<file path="src/rtl/arashi_pkg.sv">
// Shared types and size derivations for the per-thread response buffer.
package arashi_pkg;

    // Thread-id width of the default four-thread configuration.
    localparam int unsigned TID_WIDTH_DEFAULT = 2;

    typedef logic [TID_WIDTH_DEFAULT-1:0] thread_id_t;

    // Number of threads addressed by a thread id of the given width.
    function automatic int unsigned thread_num(input int unsigned tid_width);
        return 32'd1 << tid_width;
    endfunction

    // Per-thread queue depth for a pointer of the given width.
    function automatic int unsigned queue_depth(input int unsigned depth_width);
        return 32'd1 << depth_width;
    endfunction

endpackage

</file>
<file path="src/rtl/arashi_rr_arbiter.sv">
// Round-robin arbiter: grants at most one requester per cycle. The search
// starts one past the most recent grant and wraps around.
module arashi_rr_arbiter
    import arashi_pkg::*;
#(
    parameter  int unsigned ID_WIDTH = 2,
    localparam int unsigned N        = thread_num(ID_WIDTH)
) (
    input  logic                clk,
    input  logic                rstn,
    input  logic [N-1:0]        req,
    output logic [N-1:0]        grant,
    output logic [ID_WIDTH-1:0] grant_id,
    output logic                grant_valid
);

    logic [ID_WIDTH-1:0] prio_q, prio_d;
    logic [ID_WIDTH-1:0] idx;

    // Pick the first requester at or after the priority pointer, wrapping.
    always_comb begin
        // NOTE: every output of this block gets a default before any branch
        // can skip it; a path that leaves a variable unassigned would
        // infer a latch.
        grant       = '0;
        grant_id    = '0;
        grant_valid = 1'b0;
        prio_d      = prio_q;
        idx         = '0;
        for (int i = 0; i < N; i++) begin
            idx = prio_q + ID_WIDTH'(i);
            if (!grant_valid && req[idx]) begin
                grant_valid = 1'b1;
                grant_id    = idx;
                grant[idx]  = 1'b1;
            end
        end
        if (grant_valid) begin
            prio_d = grant_id + ID_WIDTH'(1);
        end
    end

    // Priority pointer register; reset gives thread 0 first priority.
    always_ff @(posedge clk) begin
        // NOTE: state is updated with non-blocking assignments so that every
        // flop samples the values from before this edge.
        if (!rstn) begin
            prio_q <= '0;
        end else begin
            prio_q <= prio_d;
        end
    end

endmodule

</file>
<file path="src/rtl/arashi_resp_buf.sv">
// Response buffer: one FIFO per thread in a shared storage array, filled by
// the cache and drained towards the threads through a round-robin arbiter.
module arashi_resp_buf
    import arashi_pkg::*;
#(
    parameter  int unsigned DATA_WIDTH       = 32,
    parameter  int unsigned THREAD_NUM_WIDTH = 2,
    parameter  int unsigned DEPTH_WIDTH      = 3,
    localparam int unsigned THREAD_NUM       = thread_num(THREAD_NUM_WIDTH),
    localparam int unsigned DEPTH            = queue_depth(DEPTH_WIDTH),
    localparam int unsigned CW               = DEPTH_WIDTH + 1
) (
    input  logic                             clk,
    input  logic                             rstn,
    input  logic                             cache_valid,
    input  logic [THREAD_NUM_WIDTH-1:0]      cache_tid,
    input  logic [DATA_WIDTH-1:0]            cache2mem,
    output logic                             cache_ready,
    input  logic [THREAD_NUM-1:0]            r_ena,
    input  logic [THREAD_NUM-1:0]            flush,
    output logic [DATA_WIDTH*THREAD_NUM-1:0] data_out,
    output logic [THREAD_NUM-1:0]            r_ready,
    output logic [CW*THREAD_NUM-1:0]         occupancy
);

    localparam int unsigned AW = THREAD_NUM_WIDTH + DEPTH_WIDTH;

    logic [DEPTH_WIDTH-1:0] wptr_q  [THREAD_NUM];
    logic [DEPTH_WIDTH-1:0] wptr_d  [THREAD_NUM];
    logic [DEPTH_WIDTH-1:0] rptr_q  [THREAD_NUM];
    logic [DEPTH_WIDTH-1:0] rptr_d  [THREAD_NUM];
    logic [CW-1:0]          count_q [THREAD_NUM];
    logic [CW-1:0]          count_d [THREAD_NUM];

    logic [DATA_WIDTH*THREAD_NUM-1:0] data_out_q, data_out_d;
    logic [THREAD_NUM-1:0]            r_ready_q, r_ready_d;

    // Shared storage, partitioned by thread: address = {tid, ptr}.
    logic [DATA_WIDTH-1:0] mem [THREAD_NUM*DEPTH];

    logic [THREAD_NUM-1:0]       full, eligible, wr_sel, grant;
    logic [THREAD_NUM_WIDTH-1:0] grant_id;
    logic                        grant_valid;
    logic                        wr_en;
    logic [AW-1:0]               wr_addr, rd_addr;

    // Queue status from registered state only: no pop credit, no bypass.
    always_comb begin
        for (int i = 0; i < THREAD_NUM; i++) begin
            full[i]     = (count_q[i] == CW'(DEPTH));
            eligible[i] = r_ena[i] && (count_q[i] != '0) && !flush[i];
        end
        cache_ready = rstn && !full[cache_tid] && !flush[cache_tid];
        wr_en       = cache_valid && cache_ready;
        for (int i = 0; i < THREAD_NUM; i++) begin
            wr_sel[i] = wr_en && (cache_tid == THREAD_NUM_WIDTH'(i));
        end
        wr_addr = {cache_tid, wptr_q[cache_tid]};
        rd_addr = {grant_id, rptr_q[grant_id]};
    end

    arashi_rr_arbiter #(
        .ID_WIDTH (THREAD_NUM_WIDTH)
    ) u_arb (
        .clk         (clk),
        .rstn        (rstn),
        .req         (eligible),
        .grant       (grant),
        .grant_id    (grant_id),
        .grant_valid (grant_valid)
    );

    // Next pointers, counts and read data; a flush overrides both the
    // write and the read of its thread.
    always_comb begin
        data_out_d = data_out_q;
        r_ready_d  = grant;
        if (grant_valid) begin
            data_out_d[grant_id*DATA_WIDTH +: DATA_WIDTH] = mem[rd_addr];
        end
        for (int i = 0; i < THREAD_NUM; i++) begin
            wptr_d[i]  = wptr_q[i];
            rptr_d[i]  = rptr_q[i];
            count_d[i] = count_q[i];
            if (flush[i]) begin
                wptr_d[i]  = '0;
                rptr_d[i]  = '0;
                count_d[i] = '0;
            end else begin
                if (wr_sel[i]) wptr_d[i] = wptr_q[i] + DEPTH_WIDTH'(1);
                if (grant[i])  rptr_d[i] = rptr_q[i] + DEPTH_WIDTH'(1);
                case ({wr_sel[i], grant[i]})
                    2'b10:   count_d[i] = count_q[i] + CW'(1);
                    2'b01:   count_d[i] = count_q[i] - CW'(1);
                    default: count_d[i] = count_q[i];
                endcase
            end
        end
    end

    // Control and output registers with synchronous reset.
    always_ff @(posedge clk) begin
        if (!rstn) begin
            for (int i = 0; i < THREAD_NUM; i++) begin
                wptr_q[i]  <= '0;
                rptr_q[i]  <= '0;
                count_q[i] <= '0;
            end
            data_out_q <= '0;
            r_ready_q  <= '0;
        end else begin
            for (int i = 0; i < THREAD_NUM; i++) begin
                wptr_q[i]  <= wptr_d[i];
                rptr_q[i]  <= rptr_d[i];
                count_q[i] <= count_d[i];
            end
            data_out_q <= data_out_d;
            r_ready_q  <= r_ready_d;
        end
    end

    // Storage write port.
    always_ff @(posedge clk) begin
        // NOTE: the storage array has no reset; counts gate every read, so
        // stale contents are never observed and the array can map to RAM.
        if (wr_en) begin
            mem[wr_addr] <= cache2mem;
        end
    end

    assign data_out = data_out_q;
    assign r_ready  = r_ready_q;

    for (genvar i = 0; i < THREAD_NUM; i++) begin : g_occ
        assign occupancy[i*CW +: CW] = count_q[i];
    end

endmodule

</file>
<file path="config.mk">
export PLATFORM = sky130hd
export DESIGN_NAME = arashi_resp_buf
export DESIGN_NICKNAME = d
export VERILOG_FILES = /design/src/rtl/arashi_pkg.sv /design/src/rtl/arashi_rr_arbiter.sv /design/src/rtl/arashi_resp_buf.sv
export SDC_FILE = /design/constraint.sdc
export NUM_CORES = 2
export LEC_CHECK = 0
export CAP_MARGIN = 10
export CORE_ASPECT_RATIO = 0.75
export CORE_MARGIN = 5
export CORE_UTILIZATION = 41
export DETAILED_ROUTE_END_ITERATION = 10
export PLACE_DENSITY = 0.55
export RECOVER_POWER = 100
export SLEW_MARGIN = 0
export SYNTH_ARGS = -nofsm -noshare
export SYNTH_HDL_FRONTEND = slang
export SYNTH_SLANG_ARGS = --single-unit
export TNS_END_PERCENT = 10
</file>
<file path="constraint.sdc">
create_clock -name clk -period 10.3 [get_ports clk]
set_input_delay 1.545 -clock clk [delete_from_list [all_inputs] [get_ports clk]]
set_output_delay 1.545 -clock clk [all_outputs]
set_load 0.005 [all_outputs]
</file>
# After elaboration in Yosys (flattened, before gate mapping)
# Memories as Yosys holds them, arrays and structs flattened.
# Index checks and enable logic that the tools add are counted.
# Widths: inputs -> output; s select.
classes:
  n_addsub: 21
  n_lt_le_gt_ge: 9
  eq_ne: 15
  shift: 2
  mux: 73
  bitwise: 15
  reduce_logical: 36
ops:
  columns: ["operator", "n"]
  rows:
  - ["$bwmux 128", 1]
  - ["$shift 32x34->128 const A", 1]
  - ["$shiftx 32x34->128", 1]
  - ["$mux 3", 24]
  - ["$mux 4", 12]
  - ["$neg 7->34", 1]
  - ["$pmux 4 s2", 4]
  - ["$add 3x1->3 const B", 8]
  - ["$logic_and 1x1->1", 22]
  - ["$mux 1", 18]
  - ["$add 4x1->4 const B", 4]
  - ["$eq 4x4->1 const B", 4]
  - ["$reduce_bool 4->1", 4]
  - ["$sub 4x1->4 const B", 4]
  - ["$lt 2x3->1 const B", 5]
  - ["$bmux 1 s2", 6]
  - ["$eq 2x2->1 const B", 6]
  - ["$or 1x1->1", 12]
  - ["$or 4x4->4", 3]
  - ["$eq 2x1->1 const B", 5]
  - ["$logic_not 1->1", 9]
  - ["$demux 1 s2", 4]
  - ["$ge 2x1->1 const B", 4]
  - ["$mux 2", 4]
  - ["3 further kinds", 5]
word_totals:
  regBits: 134
  ram_bits: 1064
  in_bits: 45
  out_inout_bits: 149
  elab_cells: 178
  n_memories: 4
memory_table:
  columns: ["name", "depth", "width", "read_ports", "rd_clocked_by_memory_dff", "write_ports", "line", "source"]
  rows:
  - ["mem", 32, 32, 1, 0, 1, "arashi_resp_buf.sv:39", "logic [DATA_WIDTH-1:0] mem [THREAD_NUM*DEPTH];"]
  - ["count_q", 4, 4, 4, 0, 4, "arashi_resp_buf.sv:32", "logic [CW-1:0] count_q [THREAD_NUM];"]
  - ["rptr_q", 4, 3, 5, 0, 4, "arashi_resp_buf.sv:30", "logic [DEPTH_WIDTH-1:0] rptr_q [THREAD_NUM];"]
  - ["wptr_q", 4, 3, 5, 0, 4, "arashi_resp_buf.sv:28", "logic [DEPTH_WIDTH-1:0] wptr_q [THREAD_NUM];"]

# Logic depth before layout (Yosys ltp)
depth:
  depth_word: 19
  ltp_mapped: 21
  mapped_depth_nobuf: 15

# Modules after synthesis
# From an unflattened synthesis, not the netlist that was laid out.
hier_totals:
  cells_unflattened: 2186
  hier_area_um2: 45623.8
by_module_without_submodules:
  columns: ["mod", "n_inst", "cells_per_inst", "area_per_inst_um2", "seq_area_each_um2"]
  rows:
  - ["arashi_resp_buf", 1, 2132, 45109.5, 34192.8]
  - ["arashi_rr_arbiter", 1, 54, 514.2, 40.0]

# Least setup slack after synthesis
# OpenSTA, ideal clock, no wires.
synth_timing:
  path_type: "in2reg"
  start: "input cache_tid[1]"
  end: "memory mem[28][0], enable pin"
  setup_ps: 421
  arrival_ps: 4605
  required_ps: 9879
  setup_slack_ps: 5274
  path_stages: 7
  path_buffers: 2
  cell_sequence: "clkbuf_1 -> a21oi_1 -> a211oi_1 -> nand2_1 -> or3_1 -> clkbuf_1 -> nor2_1"
synth_between:
  elab_chain_len: 8
  elab_cells_between_ends: 12
  cone_classes: "6 x mux; 5 x reduce/logical; 1 x memory"
synth_lines:
  columns: ["item", "line", "source"]
  rows:
  - ["start: declaration", "arashi_resp_buf.sv:16", "input logic [THREAD_NUM_WIDTH-1:0] cache_tid,"]
  - ["$bmux 1 s2", "arashi_resp_buf.sv:53", "cache_ready = rstn && !full[cache_tid] && !flush[cache_tid];"]
  - ["$mux 1 (not written as such)", "arashi_resp_buf.sv:53", null]
  - ["$logic_not 1->1", "arashi_resp_buf.sv:53", null]
  - ["$logic_and 1x1->1", "arashi_resp_buf.sv:53", null]
  - ["$logic_and 1x1->1 (*)", "arashi_resp_buf.sv:53", null]
  - ["net cache_ready", "arashi_resp_buf.sv:18", "output logic cache_ready,"]
  - ["$logic_and 1x1->1 (*)", "arashi_resp_buf.sv:54", "wr_en = cache_valid && cache_ready;"]
  - ["$mux 1 (*)", "arashi_resp_buf.sv:126", "if (wr_en) begin"]
  - ["$mux 1 (not written as such) (*)", "arashi_resp_buf.sv:127", "mem[wr_addr] <= cache2mem;"]
  - ["end: declaration", "arashi_resp_buf.sv:39", null]
# Mark *: on every way through the listed nets, which the timed path passes. The rest lies on a longest branch. The select of a mux whose other input is x is not followed.

# Worst setup path in the final report
layout_timing:
  start: "register u_arb.prio_q[0]"
  end: "register data_out_q[55], in the netlist data_out[55]"
layout_between:
  elab_chain_len: 16
  elab_cells_between_ends: 31
  cone_classes: "4 x add/sub; 2 x shift; 17 x mux; 6 x reduce/logical; 2 x memory"
layout_lines:
  columns: ["item", "line", "source"]
  rows:
  - ["start: declaration", "arashi_rr_arbiter.sv:17", "logic [ID_WIDTH-1:0] prio_q, prio_d;"]
  - ["start signal: assignment", "arashi_rr_arbiter.sv:50", "prio_q <= prio_d;"]
  - ["branches (longest 16 deep; another with $mem_v2 4x3)", null, null]
  - ["end signal: assignment", "arashi_resp_buf.sv:117", "data_out_q <= data_out_d;"]
  - ["end: declaration", "arashi_resp_buf.sv:35", "logic [DATA_WIDTH*THREAD_NUM-1:0] data_out_q, data_out_d;"]
# Several ways; the timed one is not identified. The select of a mux whose other input is x is not followed.
# A chain may end at the register's enable or synchronous reset.

==> impl_metrics.tcl <==
set metrics [dict create \
    drive_gt1_share_pct 7.99 \
    netlist_area_um2 47500 \
    die_x_um 403 \
    leakagePower_nw 18.4 \
    cts.sinks 1198 \
    synth-seq-cells 1198 \
    clockBufferDepth 3 \
    yosys-top-cells-area "edfxtp_1, dfxtp_1, mux2i_1" \
    clk_latency_ps 730 \
    wl_per_cell_um 30.0 \
    syn_nets 3360 \
    postRouteAntennaNets 0 \
    drt-pass1-iter-count 6 \
    whs_ps 451 \
    nFillCells 9942 \
    violations "max-capacitance violations, max-slew violations" \
    yosysWarnings 0 \
    gp_congestion 0.845 \
    p_per_area_nw_per_um2 184 \
    crit_fanout 46 \
    synth-edff-count 1024 \
    die_h_um 305 \
    synthFlopType "edfxtp_1" \
    netlist.area_leader.share_pct 64.8 \
    peakVddDrop_uv 138 \
    met1_length_um 70500 \
    grt_max_degree 118 \
    top_layer_used "met5" \
    hold_viol_final 0 \
    io_buffers 193 \
    status "finished, violations left" \
    num_rows 108 \
    finalClockSkew_ps 33.8 \
    h-tree-depth 3 \
    cts_hold_buf 0 \
    totalWireLength_um 154000 \
    layout_min_cycle_time_ps 8380 \
    syn2layout_area_growth_pct 16.6 \
    vias_per_cell 5.87 \
    slew_headroom_pct -129 \
    required_ps 10920 \
    core_area_um2 115000 \
    cp-end-kind "register" \
    maxCapViolations 47 \
    dr_total_vias 30100 \
    cp.arrival_ps 8990 \
    grt_pass1_vias 28100 \
    postCtsSetupBuffers 0 \
    ys_types 75 \
    grt_pass1_wl_um 216000 \
    overflow 0 \
    finalSetupTns_ps 0 \
    drc 0 \
    rsz0062_at_grt "no" \
    cts_buffers 116 \
    placed_cells 4895 \
    clk_pin_slew_ps 60 \
    wl_met3_um 15300 \
    fmax_mhz 119 \
    track_usage_pct 24.4 \
    root_buffer "clkbuf_16" \
    slew_viol_final 1171 \
    synth_cells 3278 \
    yosysSeqAreaShare_pct 72.1 \
    hp-class "reg2reg" \
    initial_utilization_pct 41.1 \
    antenna_found_initial 14 \
    synthArstFlopShare_pct 0 \
    path_class "reg2reg" \
    io_pins 194 \
    avgSynthCellArea_um2 14.5 \
    die_area_um2 123000 \
    wl_met2_um 64900 \
    first_iter_violations 3428 \
    synth_largest_area_cell "edfxtp_1" \
    tightest_slew_ps 3430 \
    final_cells 5121 \
    cts_tree "yes" \
    post-dp-hpwl_um 89900 \
    start_kind "register" \
    setup_viol 0 \
    min_period_over_period_pct 81.3 \
    post_cts_resized 0 \
    power.total_w 0.0102 \
    final_nets 3557 \
]
==> path summary, 6_finish.rpt <==
check                           slack [ps]            start  depth (start not counted)            to
worst max-delay path                  1920  u_arb.prio_q[0]                         16  data_out[55]
worst min register to register         450     data_out[83]                          2  data_out[83]
worst max register to register        1920  u_arb.prio_q[0]                         16  data_out[55]
worst min-delay path                   450     data_out[83]                          2  data_out[83]
==> placed cells by master, fill, tap and decap left out, types with 7 or more instances in the layout <==
cell type / n
dlygate4sd3_1: 183
or3_1: 7
clkbuf_16: 117
clkinv_1: 12
clkbuf_8: 14
o21bai_1: 20
dfxtp_1: 174
ha_1: 33
nand2b_1: 31
nor2_1: 239
clkdlybuf4s50_1: 10
bufinv_16: 18
nor4b_1: 20
xnor2_1: 14
a22o_1: 103
a21oi_1: 59
mux2i_1: 253
clkinvlp_4: 7
nand3_1: 60
a32oi_1: 83
a2111oi_0: 58
inv_1: 26
nand2_1: 391
nand4_1: 18
edfxtp_1: 1024
xor2_1: 14
nor2b_1: 22
o21ai_0: 73
o211a_1: 14
buf_4: 39
nor2_4: 22
clkbuf_1: 67
and3_1: 65
a221oi_1: 72
o22a_1: 21
o221ai_1: 33
clkinv_2: 21
a211oi_1: 7
==> sequential cells by signal, indices dropped and copies added, names as in the netlist <==
| register | cells |
|---|---|
| count_q | 16 |
| r_ready | 4 |
| mem | 1024 |
| wptr_q | 12 |
| data_out | 128 |
| rptr_q | 12 |
| u_arb.prio_q | 2 |
==> through the flow <==
step,area [um^2],setup slack (ps),util [%]
3_5_place_dp,51600,2800,44.7
3_3_place_gp,51600,2880,44.7
5_1_grt,55400,1460,48.0
2_1_floorplan,47500,5270,-
6_report,55400,1920,48.0
4_1_cts,55700,3320,48.2
==> per-layer routing <==
layer,track usage (%),vias to the layer above
li1,-,13100
met5,0,-
met3,6.17,195
met4,4.87,6
met2,34.8,1404
met1,37.7,15400
==> power breakdown <==
part	internal, W	switching, W	leakage, nW
combinational	0.0000977	0.000273	5.77
sequential	0.00527	0.00000419	10.6
clock	0.00265	0.00188	1.98
total	0.00801	0.00216	18.4
==> logic make-up (layout without fill, tap and decap cells) <==
kind of cell    count (synthesis)  count (layout)  synth area share, %
flops                        1198            1198                 72.1
other cells                     0               3                    0
xor+xnor                       28              28                0.517
compound gates                603             603                 9.99
mux                           257             257                 5.48
buf+inv                       227             527                 2.05
fa+ha+maj                      37              37                 1.04
simple gates                  928             928                 8.84
==> synth_stat cells (all sizes together), types with 60 or more instances <==
cell / number
a2111oi: 64
a21oi: 65
a221oi: 72
a22o: 103
a32oi: 83
and3: 66
buf: 67
clkbuf: 134
dfxtp: 174
edfxtp: 1024
mux2i: 253
nand2: 395
nand3: 60
nor2: 261
o21ai: 77
==> final cells by class <==
class | count | area [um^2] | area share (%)
antenna | 3 | 7.51 | 0.0136
clock buffer | 154 | 3210 | 5.79
clock inverter | 67 | 868 | 1.57
inverter | 26 | 97.6 | 0.176
multi-input combinational | 1853 | 12600 | 22.7
sequential | 1198 | 34200 | 61.8
tap | 1540 | 1930 | 3.48
timing repair buffer | 280 | 2450 | 4.43
==> worst max-delay path, stage by stage, from the launching register on <==
cell	delay [ps]
dfxtp_1	300
clkbuf_1	850
inv_1	660
ha_1	630
and3b_1	260
a221o_1	380
a211oi_1	950
nor4_1	270
a2111oi_2	1050
nor2_4	140
clkbuf_1	620
clkbuf_2	950
nor2_1	280
o21ai_0	140
nand4_1	190
nand3_1	220
a22o_1	270
(Power assumes the default switching activity.)
